$ cat src/rtl/spart_rx_ctrl.sv
// spart_rx_ctrl: host-link receive stage.
// Deserialises an 8N1 UART stream, parses data packets (header + 4 payload
// bytes, little-endian) and single-byte stop commands, and presents sticky
// flags plus the last accepted payload word to the CPU peripheral interface.
module spart_rx_ctrl #(
  parameter int         CLKS_PER_BIT = 434,
  parameter logic [7:0] DATA_HDR     = 8'hA5,
  parameter logic [7:0] STOP_CMD     = 8'h5A,
  parameter int         TIMEOUT_BITS = 32
) (
  input  logic        clk,
  input  logic        rst_n,
  input  logic        rxd,
  input  logic        received_ak,
  input  logic        stop_ak,
  output logic        received_data,
  output logic        stop_data,
  output logic [31:0] rx_word,
  output logic        overrun_err,
  output logic        frame_err
);

  localparam int CW     = $clog2(CLKS_PER_BIT);
  localparam int TO_CYC = TIMEOUT_BITS * CLKS_PER_BIT;
  localparam int TW     = $clog2(TO_CYC + 1);
  localparam logic [CW-1:0] HALF_M1 = CW'(CLKS_PER_BIT / 2 - 1);
  localparam logic [CW-1:0] FULL_M1 = CW'(CLKS_PER_BIT - 1);
  localparam logic [TW-1:0] TO_M1   = TW'(TO_CYC - 1);

  typedef enum logic [1:0] {RX_IDLE, RX_START, RX_DATA, RX_STOP} rx_state_t;
  typedef enum logic [2:0] {P_IDLE, P_B0, P_B1, P_B2, P_B3} p_state_t;

  rx_state_t     rx_state;
  p_state_t      p_state;
  logic          rx_meta;
  logic          rxs;
  logic [CW-1:0] clk_cnt;
  logic [2:0]    bit_cnt;
  logic [7:0]    shift;
  logic          byte_valid;
  logic [23:0]   payload;
  logic [TW-1:0] tmo_cnt;
  logic          rak_prev;
  logic          sak_prev;

  logic rak_rise;
  logic sak_rise;
  logic pkt_done;
  logic commit;
  logic stop_hit;

  assign rak_rise = received_ak & ~rak_prev;
  assign sak_rise = stop_ak & ~sak_prev;
  assign pkt_done = byte_valid & (p_state == P_B3);
  // Commit is allowed when the previous word was consumed, including an ack arriving this very cycle.
  assign commit   = pkt_done & (~received_data | rak_rise);
  assign stop_hit = byte_valid & (p_state == P_IDLE) & (shift == STOP_CMD);

  // Two-stage synchroniser for the asynchronous line, idle-high.
  always_ff @(posedge clk or negedge rst_n) begin
    if (!rst_n) begin
      rx_meta <= 1'b1;
      rxs     <= 1'b1;
    end else begin
      rx_meta <= rxd;
      rxs     <= rx_meta;
    end
  end

  // UART bit-level FSM: start qualification, LSB-first sampling, stop check.
  always_ff @(posedge clk or negedge rst_n) begin
    if (!rst_n) begin
      rx_state   <= RX_IDLE;
      clk_cnt    <= '0;
      bit_cnt    <= 3'd0;
      shift      <= 8'h00;
      byte_valid <= 1'b0;
      frame_err  <= 1'b0;
    end else begin
      byte_valid <= 1'b0;
      frame_err  <= 1'b0;
      case (rx_state)
        RX_IDLE: begin
          if (!rxs) begin
            rx_state <= RX_START;
            clk_cnt  <= '0;
          end
        end
        RX_START: begin
          if (clk_cnt == HALF_M1) begin
            clk_cnt <= '0;
            bit_cnt <= 3'd0;
            rx_state <= rxs ? RX_IDLE : RX_DATA;
          end else begin
            clk_cnt <= clk_cnt + CW'(1);
          end
        end
        RX_DATA: begin
          if (clk_cnt == FULL_M1) begin
            clk_cnt <= '0;
            shift   <= {rxs, shift[7:1]};
            bit_cnt <= bit_cnt + 3'd1;
            if (bit_cnt == 3'd7) begin
              rx_state <= RX_STOP;
            end
          end else begin
            clk_cnt <= clk_cnt + CW'(1);
          end
        end
        RX_STOP: begin
          if (clk_cnt == FULL_M1) begin
            clk_cnt    <= '0;
            rx_state   <= RX_IDLE;
            byte_valid <= rxs;
            frame_err  <= ~rxs;
          end else begin
            clk_cnt <= clk_cnt + CW'(1);
          end
        end
        default: rx_state <= RX_IDLE;
      endcase
    end
  end

  // Packet FSM with inter-byte timeout; payload lanes are collected little-endian.
  always_ff @(posedge clk or negedge rst_n) begin
    if (!rst_n) begin
      p_state <= P_IDLE;
      payload <= 24'h000000;
      tmo_cnt <= '0;
    end else begin
      case (p_state)
        P_IDLE: begin
          tmo_cnt <= '0;
          if (byte_valid && (shift == DATA_HDR)) begin
            p_state <= P_B0;
          end
        end
        P_B0, P_B1, P_B2, P_B3: begin
          if (frame_err || (!byte_valid && (tmo_cnt == TO_M1))) begin
            p_state <= P_IDLE;
            tmo_cnt <= '0;
          end else if (byte_valid) begin
            tmo_cnt <= '0;
            case (p_state)
              P_B0: begin payload[7:0]   <= shift; p_state <= P_B1; end
              P_B1: begin payload[15:8]  <= shift; p_state <= P_B2; end
              P_B2: begin payload[23:16] <= shift; p_state <= P_B3; end
              default: p_state <= P_IDLE;
            endcase
          end else begin
            tmo_cnt <= tmo_cnt + TW'(1);
          end
        end
        default: p_state <= P_IDLE;
      endcase
    end
  end

  // Sticky flags, ack edge detection and payload commit; a set beats a same-cycle clear.
  always_ff @(posedge clk or negedge rst_n) begin
    if (!rst_n) begin
      rak_prev      <= 1'b0;
      sak_prev      <= 1'b0;
      received_data <= 1'b0;
      stop_data     <= 1'b0;
      overrun_err   <= 1'b0;
      rx_word       <= 32'h00000000;
    end else begin
      rak_prev      <= received_ak;
      sak_prev      <= stop_ak;
      received_data <= commit ? 1'b1 : (rak_rise ? 1'b0 : received_data);
      stop_data     <= stop_hit ? 1'b1 : (sak_rise ? 1'b0 : stop_data);
      overrun_err   <= overrun_err | (pkt_done & ~commit);
      rx_word       <= commit ? {shift, payload} : rx_word;
    end
  end

endmodule

$ cat config.mk
export PLATFORM = sky130hd
export DESIGN_NAME = spart_rx_ctrl
export DESIGN_NICKNAME = d
export VERILOG_FILES = /design/src/rtl/spart_rx_ctrl.sv
export SDC_FILE = /design/constraint.sdc
export NUM_CORES = 1
export LEC_CHECK = 0
export CAP_MARGIN = 25
export CELL_PAD_IN_SITES_DETAIL_PLACEMENT = 1
export CELL_PAD_IN_SITES_GLOBAL_PLACEMENT = 1
export CORE_ASPECT_RATIO = 1.5
export CORE_MARGIN = 2
export CORE_UTILIZATION = 35
export CTS_BUF_LIST = sky130_fd_sc_hd__clkbuf_2 sky130_fd_sc_hd__clkbuf_4 sky130_fd_sc_hd__clkbuf_8
export DETAILED_ROUTE_END_ITERATION = 6
export GPL_ROUTABILITY_DRIVEN = 0
export PLACE_DENSITY_LB_ADDON = 0.1
export SYNTH_ARGS = -nofsm -noshare
export SYNTH_HDL_FRONTEND = slang
export SYNTH_SLANG_ARGS = --single-unit
$ cat constraint.sdc
create_clock -name clk -period 3.25 [get_ports clk]
set_input_delay 0.4875 -clock clk [delete_from_list [all_inputs] [get_ports clk]]
set_output_delay 0.4875 -clock clk [all_outputs]
set_load 0.05 [all_outputs]
**After elaboration in Yosys (flattened, before gate mapping)**

Index checks and enable logic that the tools add are counted.

- Add/subtract/negate cells: 3
- Eq/ne operators: 20
- Muxes and demuxes: 30
- Reduce and logical (&&, ||, !) cells: 19
- Bitwise operators: 15

Operators by type and width:

| kind | count |
|---|---|
| $mux W14 | 2 |
| $pmux W14 S2 | 1 |
| $mux W9 | 3 |
| $pmux W9 S3 | 1 |
| $mux W3 | 5 |
| $add A14 B1 Y14 const B | 1 |
| $eq A14 B14 Y1 const B | 1 |
| $mux W2 | 6 |
| $pmux W3 S2 | 2 |
| $reduce_and A4 Y1 | 3 |
| $ne A2 B2 Y1 const B | 5 |
| $add A9 B1 Y9 const B | 1 |
| $eq A9 B8 Y1 const B | 1 |
| $eq A9 B9 Y1 const B | 1 |
| $pmux W3 S3 | 1 |
| $eq A8 B7 Y1 const B | 1 |
| $eq A8 B8 Y1 const B | 1 |
| $mux W1 | 8 |
| $pmux W2 S4 | 1 |
| $reduce_bool A2 Y1 | 4 |
| $and A1 B1 Y1 | 7 |
| $eq A3 B2 Y1 const B | 2 |
| $eq A3 B3 Y1 const B | 2 |
| $not A1 Y1 | 6 |
| 17 further kinds | 21 |

- Input bits: 5
- Output and inout bits: 36
- Bits in registers: 104
- Word-level logic and storage cells: 106

**Longest topological paths before layout**

Gate-level depths: netlist of run 1.

- Depth in word-level cells: 7
- Depth in mapped cells: 7
- Mapped depth without buffers: 6

**Least setup slack after synthesis of run 1**

Ideal clock, no wire load.

- Kind: reg2reg
- Start point: reg byte_valid
- End point: reg tmo_cnt[3]
- Path buffers: 2
- Period minus slack after synthesis: 1.887 ns
- Required time: 3.124 ns
- Setup time: 0.126 ns
- Stages on the path, launching flop included: 7
- Slack: 1.363 ns
- Data arrival time: 1.761 ns
- Cells stage by stage: dfrtp_1 > buf_6 > or4b_4 > nor4_4 > buf_6 > nor2_1 > a221o_1

- Cells in the longest elaborated chain, start to end: 5
- Elaborated cells on any way between the ends: 6
- Those cells by class: 3 x mux; 3 x reduce/logical

RTL lines:

| what | RTL line | RTL |
|---|---|---|
| start: declaration | 40 | `logic byte_valid;` |
| start signal: assignment | 114 | `byte_valid <= rxs;` |
| $logic_not A1 Y1 | 140 | `if (frame_err \|\| (!byte_valid && (tmo_cnt == TO_M1))) begin` |
| $logic_and A1 B1 Y1 | 140 |  |
| $logic_or A1 B1 Y1 | 140 |  |
| $mux W14 * | 140 |  |
| $pmux W14 S2 * | 132 | `case (p_state)` |
| end signal: assignment | 152 | `tmo_cnt <= tmo_cnt + TW'(1);` |
| end: declaration | 42 | `logic [TW-1:0] tmo_cnt;` |

Mark *: on every way between the ends. The rest lies on a longest branch, timed or not.
A chain may end at the register's enable or synchronous reset.

**Worst setup path in the final report of run 1**

- Start point: reg tmo_cnt[0]
- End point: reg tmo_cnt[3]

- Cells in the longest elaborated chain, start to end: 5
- Elaborated cells on any way between the ends: 7
- Those cells by class: 1 x add/sub; 1 x eq/ne; 3 x mux; 2 x reduce/logical

RTL lines:

| what | RTL line |
|---|---|
| parallel branches: the longest is 3 deep, another holds $add A14 B1 Y14 | - |
| $mux W14 * | 140 |
| $pmux W14 S2 * | 132 |

Mark *: on every way between the ends.

==> results of run 1 <==
[metrics by stage]
| step | instance area (um^2) | hold WS, ns | utilization, % |
|---|---|---|---|
| floorplan | 4650 | 0.192 | - |
| global placement | 5190 | 0.351 | 40.1 |
| detailed placement | 5200 | 0.348 | 40.1 |
| CTS | 5380 | 0.136 | 41.6 |
| global route | 5390 | 0.161 | 41.6 |
| finish | 5390 | 0.121 | 41.6 |
[final timing paths]
kind / slack [ns] / to / startpoint / cells after the start
max: 0.79 / tmo_cnt[3] / tmo_cnt[0] / 6
min: 0.12 / tmo_cnt[4] / rst_n / 1
max reg2reg: 0.79 / tmo_cnt[3] / tmo_cnt[0] / 6
min reg2reg: 0.37 / rxs / rx_meta / 0
max in group asynchronous: 2.35 / rxs / rst_n / 2
min in group clk: 0.37 / rxs / rx_meta / 0
[power by group]
part | internal (uW) | switching (uW) | leakage, uW
clock network | 313 | 489 | 0.0000956
logic | 6.66 | 27.1 | 0.000930
registers | 1300 | 1.08 | 0.00143
[registers in the layout, summed over array words and instances (netlist names), 3 cells and up, named ones only]
| register | flops |
|---|---|
| bit_cnt | 3 |
| p_state | 3 |
| clk_cnt | 9 |
| payload | 24 |
| rx_word | 32 |
| tmo_cnt | 14 |
| shift | 8 |
[layer usage]
| layer | vias to the layer above | global-route usage (%) |
|---|---|---|
| li1 | 1493 | - |
| met1 | 1653 | 19.2 |
| met2 | 34 | 28.5 |
| met3 | 18 | 2.89 |
| met4 | 0 | 6.39 |
| met5 | - | 0 |
[final cells by class]
class | count | area [um^2]
Clock buffer | 10 | 138
Sequential cell | 104 | 2610
Multi-Input combinational cell | 263 | 1920
Inverter | 8 | 30.0
Clock inverter | 6 | 50.0
Tap cell | 159 | 199
Fill cell | 1396 | 7560
Timing Repair Buffer | 46 | 453
[cells in the final DEF, fill, tap and decap left out, types with 4 or more instances in the layout]
cell type          n
nand3_1           11
mux2_2            56
nor4_1             7
o22ai_1            5
nor3b_1            4
inv_1              8
nand4_1            4
and2_1             5
o21ai_0           14
clkdlybuf4s50_1   39
dfrtp_1          102
o31ai_1            4
o21a_1             6
ha_1               6
nor2_1            11
buf_4              4
a21oi_1            5
nand2_1           57
clkbuf_8          10
nor3_1            10
[kinds of logic (layout without fill, tap and decap cells)]
group / Yosys count / in the layout / share of synthesized area (%)
compound gates: 56 / 56 / 8.29
xor+xnor: 3 / 3 / 0.565
fa+ha+maj: 6 / 6 / 1.62
buf+inv: 23 / 70 / 2.77
flops: 104 / 104 / 56.0
mux: 58 / 58 / 14.0
simple gates: 140 / 140 / 16.7
==> key figures, run 1 <==
Critical path
  – Critical Path Source Type: flip-flop
  – Crit-path max FO: 11
  – Crit path kind: reg2reg
  – Crit. End Element: flip-flop
  – Buf/Inv on CP: 1
  – CP max stage delay: 0.52 ns
  – Data arrival time of the worst path: 2.73 ns
  – Max stage delay cell, worst path: nor4_4
  – Worst EP required: 3.52 ns
  – Worst-path cell chain: ha_1 -> or4bb_1 -> nor4_4 -> buf_4 -> nor2_1 -> a221o_1
  – Delay-heaviest family, CP: simple AND/OR/NAND/NOR gates

Die
  – Die Width: 98.1 um
  – DIE HEIGHT: 145 um
  – I/O Pins: 41
  – Die area: 14200 um^2
  – Row cnt: 51
  – Core Area: 13000 um^2
  – Initial Utilization: 35.9%

Logic synthesis
  – Syn nets: 401
  – Synth Cell Area: 4650 um^2
  – Warnings from Yosys: 0
  – Async set-reset flop share out of synthesis: 100%
  – EDFF count, synth: 0
  – Syn_area_per_cell: 11.9 um^2
  – Yosys reg bits: 104
  – Post-synth top area cell: dfrtp_1
  – Top cell type's share of synthesized area: 54.9%
  – Main synth FF type: dfrtp_1
  – Commonest cells in the netlist: dfrtp_1 (102), nand2_1 (57), mux2_2 (56)
  – Synth Instances: 390
  – Unique masters post-synth: 61
  – Top cells by area, synth: dfrtp_1 (55%), mux2_2 (14%), nand2_1 (4.6%)
  – Register area share after synthesis: 56.0%
  – Most frequent cell after synthesis: dfrtp_1

Drt
  – ANT nets after route: 0
  – Met2 WL: 5760 um
  – Drt wl/cell: 18.1 um
  – Vias per cell: 5.37
  – Met1 wire length: 4550 um
  – DRC: 0
  – DRT iter0 DRCs: 112
  – DR vias: 3198
  – First-pass detailed-route iteration total: 4
  – WL final: 10800 um
  – Max Used Layer: met4
  – Met3 WL: 235 um

STA
  – Post-route minimum period: 2.46 ns
  – Max-slew violation count: 0
  – Least-Margin Pin Slew: 0.937 ns
  – Max frequency: 407 MHz
  – RSZ-0062 raised after global routing: no
  – Worst setup margin: 0.792 ns
  – Clk_skew: 0.0154 ns
  – Hold Fails Final Rpt: 0
  – Final Setup Violations: 0
  – Slew headroom: 37.1%
  – Share of the clock period used by the worst path: 75.6%
  – TNS Setup: 0 ns

Finish
  – Diode count: 0
  – Share of layout cells above drive strength 1: 20.6%
  – Area growth syn-to-layout: 16.0%
  – Non-Filler Instances: 596
  – Final nets: 443

Placed design
  – Buffers on Ports: 40
  – Place WS: 0.795 ns
  – Post-DP HPWL: 7490 um
  – DP Cell Count: 579

GRT
  – Vias in the first global route: 3505
  – Global route total overflow: 0
  – First-pass GRT wire length: 18400 um
  – Pin count of the biggest net entering global routing: 59
  – Antenna violations before repair: 0
  – Gr usage total: 16.1%

Clock tree
  – Worst skew pair latency: 0.38 ns
  – CTS Root Cell: clkbuf_8
  – CTS clock-pin slew for the worst setup and hold paths: 0.10 ns
  – TritonCTS clock tree: done
  – Sink Count: 104
  – Setup bufs post-CTS: 0
  – Htree depth: 3
  – Post-cts sizing count: 0
  – Max clock buf depth: 2
  – CTS Hold Buffers Added: 0
  – CTS Buf Count: 9

Pwr
  – Pwr dens: 396 nW/um^2
  – Total power: 2130 uW
  – Leakage power: 0.00245 uW
  – Max VDD drop: 0.233 mV

Hold path
  – Worst hold path class: in2async

Outcome
  – Status: finished, final reports clean

Job
  – Max Cap Violations: 0
No activity file was read; power rests on OpenSTA's default activity.
==> inputs of run 2 (changes only) <==
==> constraint.sdc (replaced) <==
create_clock -name clk -period 2.2 [get_ports clk]
set_input_delay 0.33 -clock clk [delete_from_list [all_inputs] [get_ports clk]]
set_output_delay 0.33 -clock clk [all_outputs]
set_load 0.05 [all_outputs]
==> run 2 against run 1 <==
Largest cell class unchanged. Flip-flop and latch count is the same. Sequential power grew 48%. Non-clock buffer count rose by 23. Highest routed layer unchanged.
==> key figures, run 2 (synthesis gave the netlist of run 1 again) <==
Drt
  – Drt wl/cell: 17.8 um (-1.7%)
  – Met1 wire length: 4550 um (about the same)
  – DRT iter0 DRCs: 81 (-28%)
  – WL final: 11000 um (+2.1%)
  – Met2 WL: 6040 um (+4.8%)
  – Met3 WL: 228 um (-3.0%)
  – First-pass detailed-route iteration total: 4 (unchanged)
  – DRC: 0 (unchanged)
  – Vias per cell: 5.24 (-2.3%)
  – DR vias: 3245 (+1.5%)
  – Max Used Layer: met4
  – ANT nets after route: 0 (unchanged)

Clock tree
  – Sink Count: 104 (unchanged)
  – Setup bufs post-CTS: 0 (unchanged)
  – Worst skew pair latency: 0.37 ns (about the same)
  – CTS Root Cell: clkbuf_8
  – CTS Buf Count: 9 (unchanged)
  – Max clock buf depth: 2 (unchanged)
  – Htree depth: 3 (unchanged)
  – CTS clock-pin slew for the worst setup and hold paths: 0.11 ns (about the same)
  – TritonCTS clock tree: done

Die
  – Initial Utilization: 35.9% (unchanged)
  – DIE HEIGHT: 145 um (unchanged)
  – Die area: 14200 um^2 (unchanged)
  – Die Width: 98.1 um (unchanged)
  – Row cnt: 51 (unchanged)
  – Core Area: 13000 um^2 (unchanged)
  – I/O Pins: 41 (unchanged)

Critical path
  – Critical Path Source Type: flip-flop
  – Worst-path cell chain: ha_2 -> or4bb_1 -> nor4_4 -> buf_12 -> nor2_1 -> a221o_1
  – CP max stage delay: 0.46 ns (-0.06 ns)
  – Crit-path max FO: 18 (+7)
  – Max stage delay cell, worst path: or4bb_1
  – Crit path kind: reg2reg
  – Data arrival time of the worst path: 2.30 ns (-0.43 ns)
  – Worst EP required: 2.46 ns (-1.06 ns)
  – Crit. End Element: flip-flop

STA
  – Share of the clock period used by the worst path: 92.6% (+17 points)
  – TNS Setup: 0 ns (unchanged)
  – Max frequency: 491 MHz (+21%)
  – Slew headroom: 62.0% (+25 points)
  – Post-route minimum period: 2.04 ns (-0.420 ns)
  – Least-Margin Pin Slew: 0.570 ns (-0.367 ns)
  – RSZ-0062 raised after global routing: no
  – Max-slew violation count: 0 (unchanged)
  – Final Setup Violations: 0 (unchanged)
  – Hold Fails Final Rpt: 0 (unchanged)
  – Clk_skew: 0.0127 ns (-0.00271 ns)
  – Worst setup margin: 0.162 ns (-0.630 ns)

Placed design
  – Place WS: 0.0553 ns (-0.740 ns)
  – Post-DP HPWL: 7950 um (+6.2%)
  – Buffers on Ports: 40 (unchanged)

Finish
  – Area growth syn-to-layout: 20.5%
  – Most frequent cells in the layout: dfrtp_1 (102), nand2_1 (57), mux2_2 (56), clkdlybuf4s50_1 (39), buf_4 (25)
  – Share of layout cells above drive strength 1: 24.6% (+4.0 points)
  – Most flops, register: rx_word
  – Commonest non-fill, non-tap cell in the layout: dfrtp_1
  – Diode count: 0 (unchanged)
  – Largest register FFs: 32 (unchanged)
  – Final nets: 466 (+5.2%)
  – Largest regs: rx_word (32), payload (24), tmo_cnt (14)
  – Filler Cells Inserted: 1403 (+0.50%)

Outcome
  – Status: finished, final reports clean

Pwr
  – Leakage power: 0.00257 uW (+4.6%)
  – Pwr dens: 552 nW/um^2 (+40%)
  – Total power: 3090 uW (+45%)
  – Max VDD drop: 0.356 mV (+53%)

GRT
  – Antenna violations before repair: 0 (unchanged)
  – Pin count of the biggest net entering global routing: 40 (-32%)
  – Vias in the first global route: 3534 (+0.83%)
  – First-pass GRT wire length: 18400 um (-0.19%)
  – Gr usage total: 16.1% (about the same)
  – Global route total overflow: 0 (unchanged)

Job
  – Max Cap Violations: 0 (unchanged)

Hold path
  – Worst hold path class: reg2reg
-- run 2: cell count changes in the layout (fill, tap and decap cells not counted), sizes merged --
cell	change
buf	+23
clkbuf	-2
clkinv	+1
clkinvlp	+1
dlygate4sd3	+1
inv	-1
-- run 2: layout make-up --
class                   instances  area (um^2)  area share [%]
clock inverters                 7         53.8           0.961
repair buffers                 69          668            11.9
flip-flops and latches        104         2610            46.5
well taps                     159          199            3.55
multi-input cells             263         1920            34.3
inverters                       8         30.0           0.536
clock buffers                   9          124            2.21
-- run 2: final timing paths --
| path | startpoint | to | slack, ns | cells after the start |
|---|---|---|---|---|
| min reg2reg | rx_meta | rxs | 0.36 | 0 |
| max | tmo_cnt[1] | tmo_cnt[3] | 0.16 | 6 |
| min | rx_meta | rxs | 0.36 | 0 |
| min in group asynchronous | rst_n | tmo_cnt[8] | 0.48 | 2 |
| max in group asynchronous | rst_n | rxs | 1.02 | 3 |
| max reg2reg | tmo_cnt[1] | tmo_cnt[3] | 0.16 | 6 |
-- run 2: routing by layer --
metal | vias to the layer above | track usage (%)
li1 | 1540 | -
met1 | 1666 | 18.9
met2 | 28 | 29.3
met3 | 11 | 3.18
met4 | 0 | 4.93
met5 | - | 0
-- run 2: per-stage QoR --
step / utilization [%] / std cells / area, um^2 / hold WS [ns]
finish: 43.2 / 619 / 5600 / 0.362
global route: 43.2 / 619 / 5600 / 0.348
CTS: 43.2 / 619 / 5600 / 0.345
detailed placement: 41.8 / 602 / 5410 / 0.348
global placement: 41.8 / 602 / 5410 / 0.349
floorplan: - / 390 / 4650 / 0.0344
-- run 2: worst max-delay path, delay by kind of cell, from the launching register on --
kind                       cells  cell delay, ns
adders and majority gates      1            0.25
DFF                            1            0.41
and+or+nand+nor                3            0.78
buffers and inverters          1            0.19
AOI/OAI and AO/OA              1            0.29
-- run 2: timing repair --
item,CTS,global route
hold endpoints to repair,37,0
setup endpoints to repair,0,1
hold buffers,1,0
resized for setup,0,1
-- run 2: power breakdown --
part           internal [uW]  switching (uW)  leakage (uW)
Clock                    424             694     0.0000879
Combinational           14.5            41.0       0.00105
Sequential              1920            1.57       0.00143
Total                   2350             737       0.00257
==> inputs of run 3 (changes only) <==
--- a/config.mk
+++ b/config.mk
@@ -14,7 +14,7 @@
 export CTS_BUF_LIST = sky130_fd_sc_hd__clkbuf_2 sky130_fd_sc_hd__clkbuf_4 sky130_fd_sc_hd__clkbuf_8
 export DETAILED_ROUTE_END_ITERATION = 6
 export GPL_ROUTABILITY_DRIVEN = 0
-export PLACE_DENSITY_LB_ADDON = 0.1
+export PLACE_DENSITY = 0.59
 export SYNTH_ARGS = -nofsm -noshare
 export SYNTH_HDL_FRONTEND = slang
 export SYNTH_SLANG_ARGS = --single-unit
==> constraint.sdc (replaced) <==
create_clock -name clk -period 2.62 [get_ports clk]
set_input_delay 0.393 -clock clk [delete_from_list [all_inputs] [get_ports clk]]
set_output_delay 0.393 -clock clk [all_outputs]
set_load 0.05 [all_outputs]
==> run 3 against run 2 <==
Flip-flop and latch count unchanged. Sequential share of layout area up 1.1 points. Clock-buffer cell count unchanged. Non-clock buffer count down 18. Total power down 11%. Register-to-register slack better by 0.35 ns. Sequential power down 16%. Die area unchanged. Worst hold slack better by 0.00050 ns. Largest cell class unchanged. Highest routed layer unchanged.
==> key figures, run 3 (synthesis gave the netlist of run 1 again) <==
Drt
  – Drt wl/cell: 17.9 um (+0.82%)
  – DRT iter0 DRCs: 90 (+11%)
  – WL final: 10700 um (-2.3%)
  – Vias per cell: 5.29 (+0.97%)
  – DRC: 0 (unchanged)
  – ANT nets after route: 0 (unchanged)
  – DR vias: 3176 (-2.1%)
  – First-pass detailed-route iteration total: 3 (-1)

Critical path
  – Critical Path Source Type: flip-flop
  – Max stage delay cell, worst path: or4b_4
  – RR Endpoint: tmo_cnt[3]
  – Worst EP required: 2.88 ns (+0.42 ns)
  – Crit-path max FO: 15 (-3)
  – Delay-heaviest family, CP: simple AND/OR/NAND/NOR gates
  – R2R Setup Slk: 0.51 ns (+0.35 ns)
  – Data arrival time of the worst path: 2.37 ns (+0.07 ns)
  – Reg-to-reg startpoint: byte_valid
  – Worst-path cell chain: or4b_4 -> nor4_4 -> buf_4 -> nor2_1 -> a221o_1
  – Reg2Reg Depth: 5 (-1)
  – Crit. End Element: flip-flop
  – Buf/Inv on CP: 1 (unchanged)
  – CP max stage delay: 0.55 ns (+0.09 ns)
  – Crit path kind: reg2reg

STA
  – Share of the clock period used by the worst path: 80.4% (-12 points)
  – Least-Margin Pin Slew: 0.770 ns (+0.200 ns)
  – Worst setup margin: 0.515 ns (+0.352 ns)
  – Max frequency: 475 MHz (-3.2%)
  – RSZ-0062 raised after global routing: no
  – Max-slew violation count: 0 (unchanged)
  – Clk_skew: 0.00695 ns (-0.00571 ns)
  – Post-route minimum period: 2.11 ns (+0.0676 ns)
  – Hold Fails Final Rpt: 0 (unchanged)
  – TNS Setup: 0 ns (unchanged)
  – Slew headroom: 48.3% (-14 points)
  – Final Setup Violations: 0 (unchanged)

Finish
  – Diode count: 0 (unchanged)
  – Most flops, register: rx_word
  – Largest register FFs: 32 (unchanged)
  – FF+latch area: 2610 um^2 (unchanged)
  – Non-Filler Instances: 600 (-3.1%)
  – Area growth syn-to-layout: 17.8%
  – Multi-input gate area: 1920 um^2 (-0.13%)
  – Final nets: 448 (-3.9%)
  – Largest regs: rx_word (32), payload (24), tmo_cnt (14)
  – Commonest non-fill, non-tap cell in the layout: dfrtp_1
  – Filler Cells Inserted: 1397 (-0.43%)
  – Most frequent cells in the layout: dfrtp_1 (102), nand2_1 (57), mux2_2 (56), clkdlybuf4s50_1 (39), o21ai_0 (14)
  – Share of layout cells above drive strength 1: 21.1% (-3.5 points)

Clock tree
  – Sink Count: 104 (unchanged)
  – CTS Buf Count: 9 (unchanged)
  – Max clock buf depth: 2 (unchanged)
  – CTS clock-pin slew for the worst setup and hold paths: 0.10 ns (about the same)
  – Worst skew pair latency: 0.37 ns (about the same)
  – TritonCTS clock tree: done
  – Htree depth: 3 (unchanged)
  – Post-cts sizing count: 0 (unchanged)
  – CTS Root Cell: clkbuf_8

GRT
  – Gr usage total: 16.1% (about the same)
  – Vias in the first global route: 3572 (+1.1%)
  – Global route total overflow: 0 (unchanged)
  – Pin count of the biggest net entering global routing: 74 (+85%)
  – First-pass GRT wire length: 18500 um (+0.41%)
  – Antenna violations before repair: 0 (unchanged)

Hold path
  – Hold path startpoint: rx_meta
  – Worst hold path class: reg2reg
  – Worst hold endpoint: rxs
  – Hold Path Cell Cnt: 0 (unchanged)

Placed design
  – Buffers on Ports: 40 (unchanged)
  – Post-DP HPWL: 7500 um (-5.7%)
  – Place WS: 0.470 ns (+0.415 ns)
  – DP Cell Count: 584 (-3.0%)

Job
  – Max Cap Violations: 0 (unchanged)

Die
  – Core Area: 13000 um^2 (unchanged)
  – DIE HEIGHT: 145 um (unchanged)
  – Die area: 14200 um^2 (unchanged)
  – Row cnt: 51 (unchanged)
  – Initial Utilization: 35.9% (unchanged)
  – I/O Pins: 41 (unchanged)
  – Die Width: 98.1 um (unchanged)

Pwr
  – Max VDD drop: 0.264 mV (-26%)
  – Pwr dens: 505 nW/um^2 (-8.6%)
  – Leakage power: 0.00249 uW (-3.1%)

Outcome
  – Status: finished, final reports clean
## run 3: changes by cell type in the layout (fill, tap and decap cells not counted)
| cell | before | now |
|---|---|---|
| buf_4 | 25 | 9 |
| buf_12 | 4 | 2 |
| bufinv_16 | 0 | 2 |
| clkinv_2 | 2 | 0 |
| clkinv_4 | 0 | 1 |
| ha_1 | 5 | 6 |
| ha_2 | 1 | 0 |
| inv_6 | 2 | 1 |
| inv_8 | 1 | 0 |
## run 3: how the worst max path moves through the flow
stage,from,end,cells after the start
CTS,frame_err,frame_err,1
finish,byte_valid,tmo_cnt[3],5
detailed placement,received_ak,rx_word[21],6
global placement,received_ak,rx_word[20],6
global route,tmo_cnt[0],p_state[2],6
floorplan,byte_valid,tmo_cnt[3],6
## run 3: final cells by class
| type | instances | share of cell area (%) |
|---|---|---|
| clock buffers | 9 | 2.26 |
| clock inverters | 6 | 1.69 |
| inverters | 8 | 0.548 |
| multi-input cells | 263 | 35.0 |
| flip-flops and latches | 104 | 47.6 |
| well taps | 159 | 3.63 |
| repair buffers | 51 | 9.28 |
## run 3: through the flow
step                instance area (um^2)  utilization [%]  hold slack [ns]  power (uW)
CTS                                 5480             42.3            0.363        2810
floorplan                           4650                -           0.0974        1640
global placement                    5250             40.5            0.348        1690
global route                        5480             42.3            0.370        2870
detailed placement                  5250             40.5            0.348        1690
finish                              5480             42.3            0.363        2760
## run 3: what timing repair did
item                      CTS  global route
hold buffers                1             0
hold endpoints to repair   31             0
setup buffers               0             0
## run 3: power by group
group | switching, uW | total [uW] | internal [uW] | leakage, uW
Clock | 572 | 1110 | 538 | 0.000102
Combinational | 33.7 | 42.9 | 9.26 | 0.000956
Sequential | 1.24 | 1610 | 1610 | 0.00143
Total | 607 | 2760 | 2160 | 0.00249
## run 3: layer usage
layer	track usage (%)	wire (um)	vias to the layer above
li1	-	-	1493
met1	18.4	4430	1642
met2	30.0	5920	27
met3	2.89	192	14
met4	5.35	189	0
met5	0	0	-
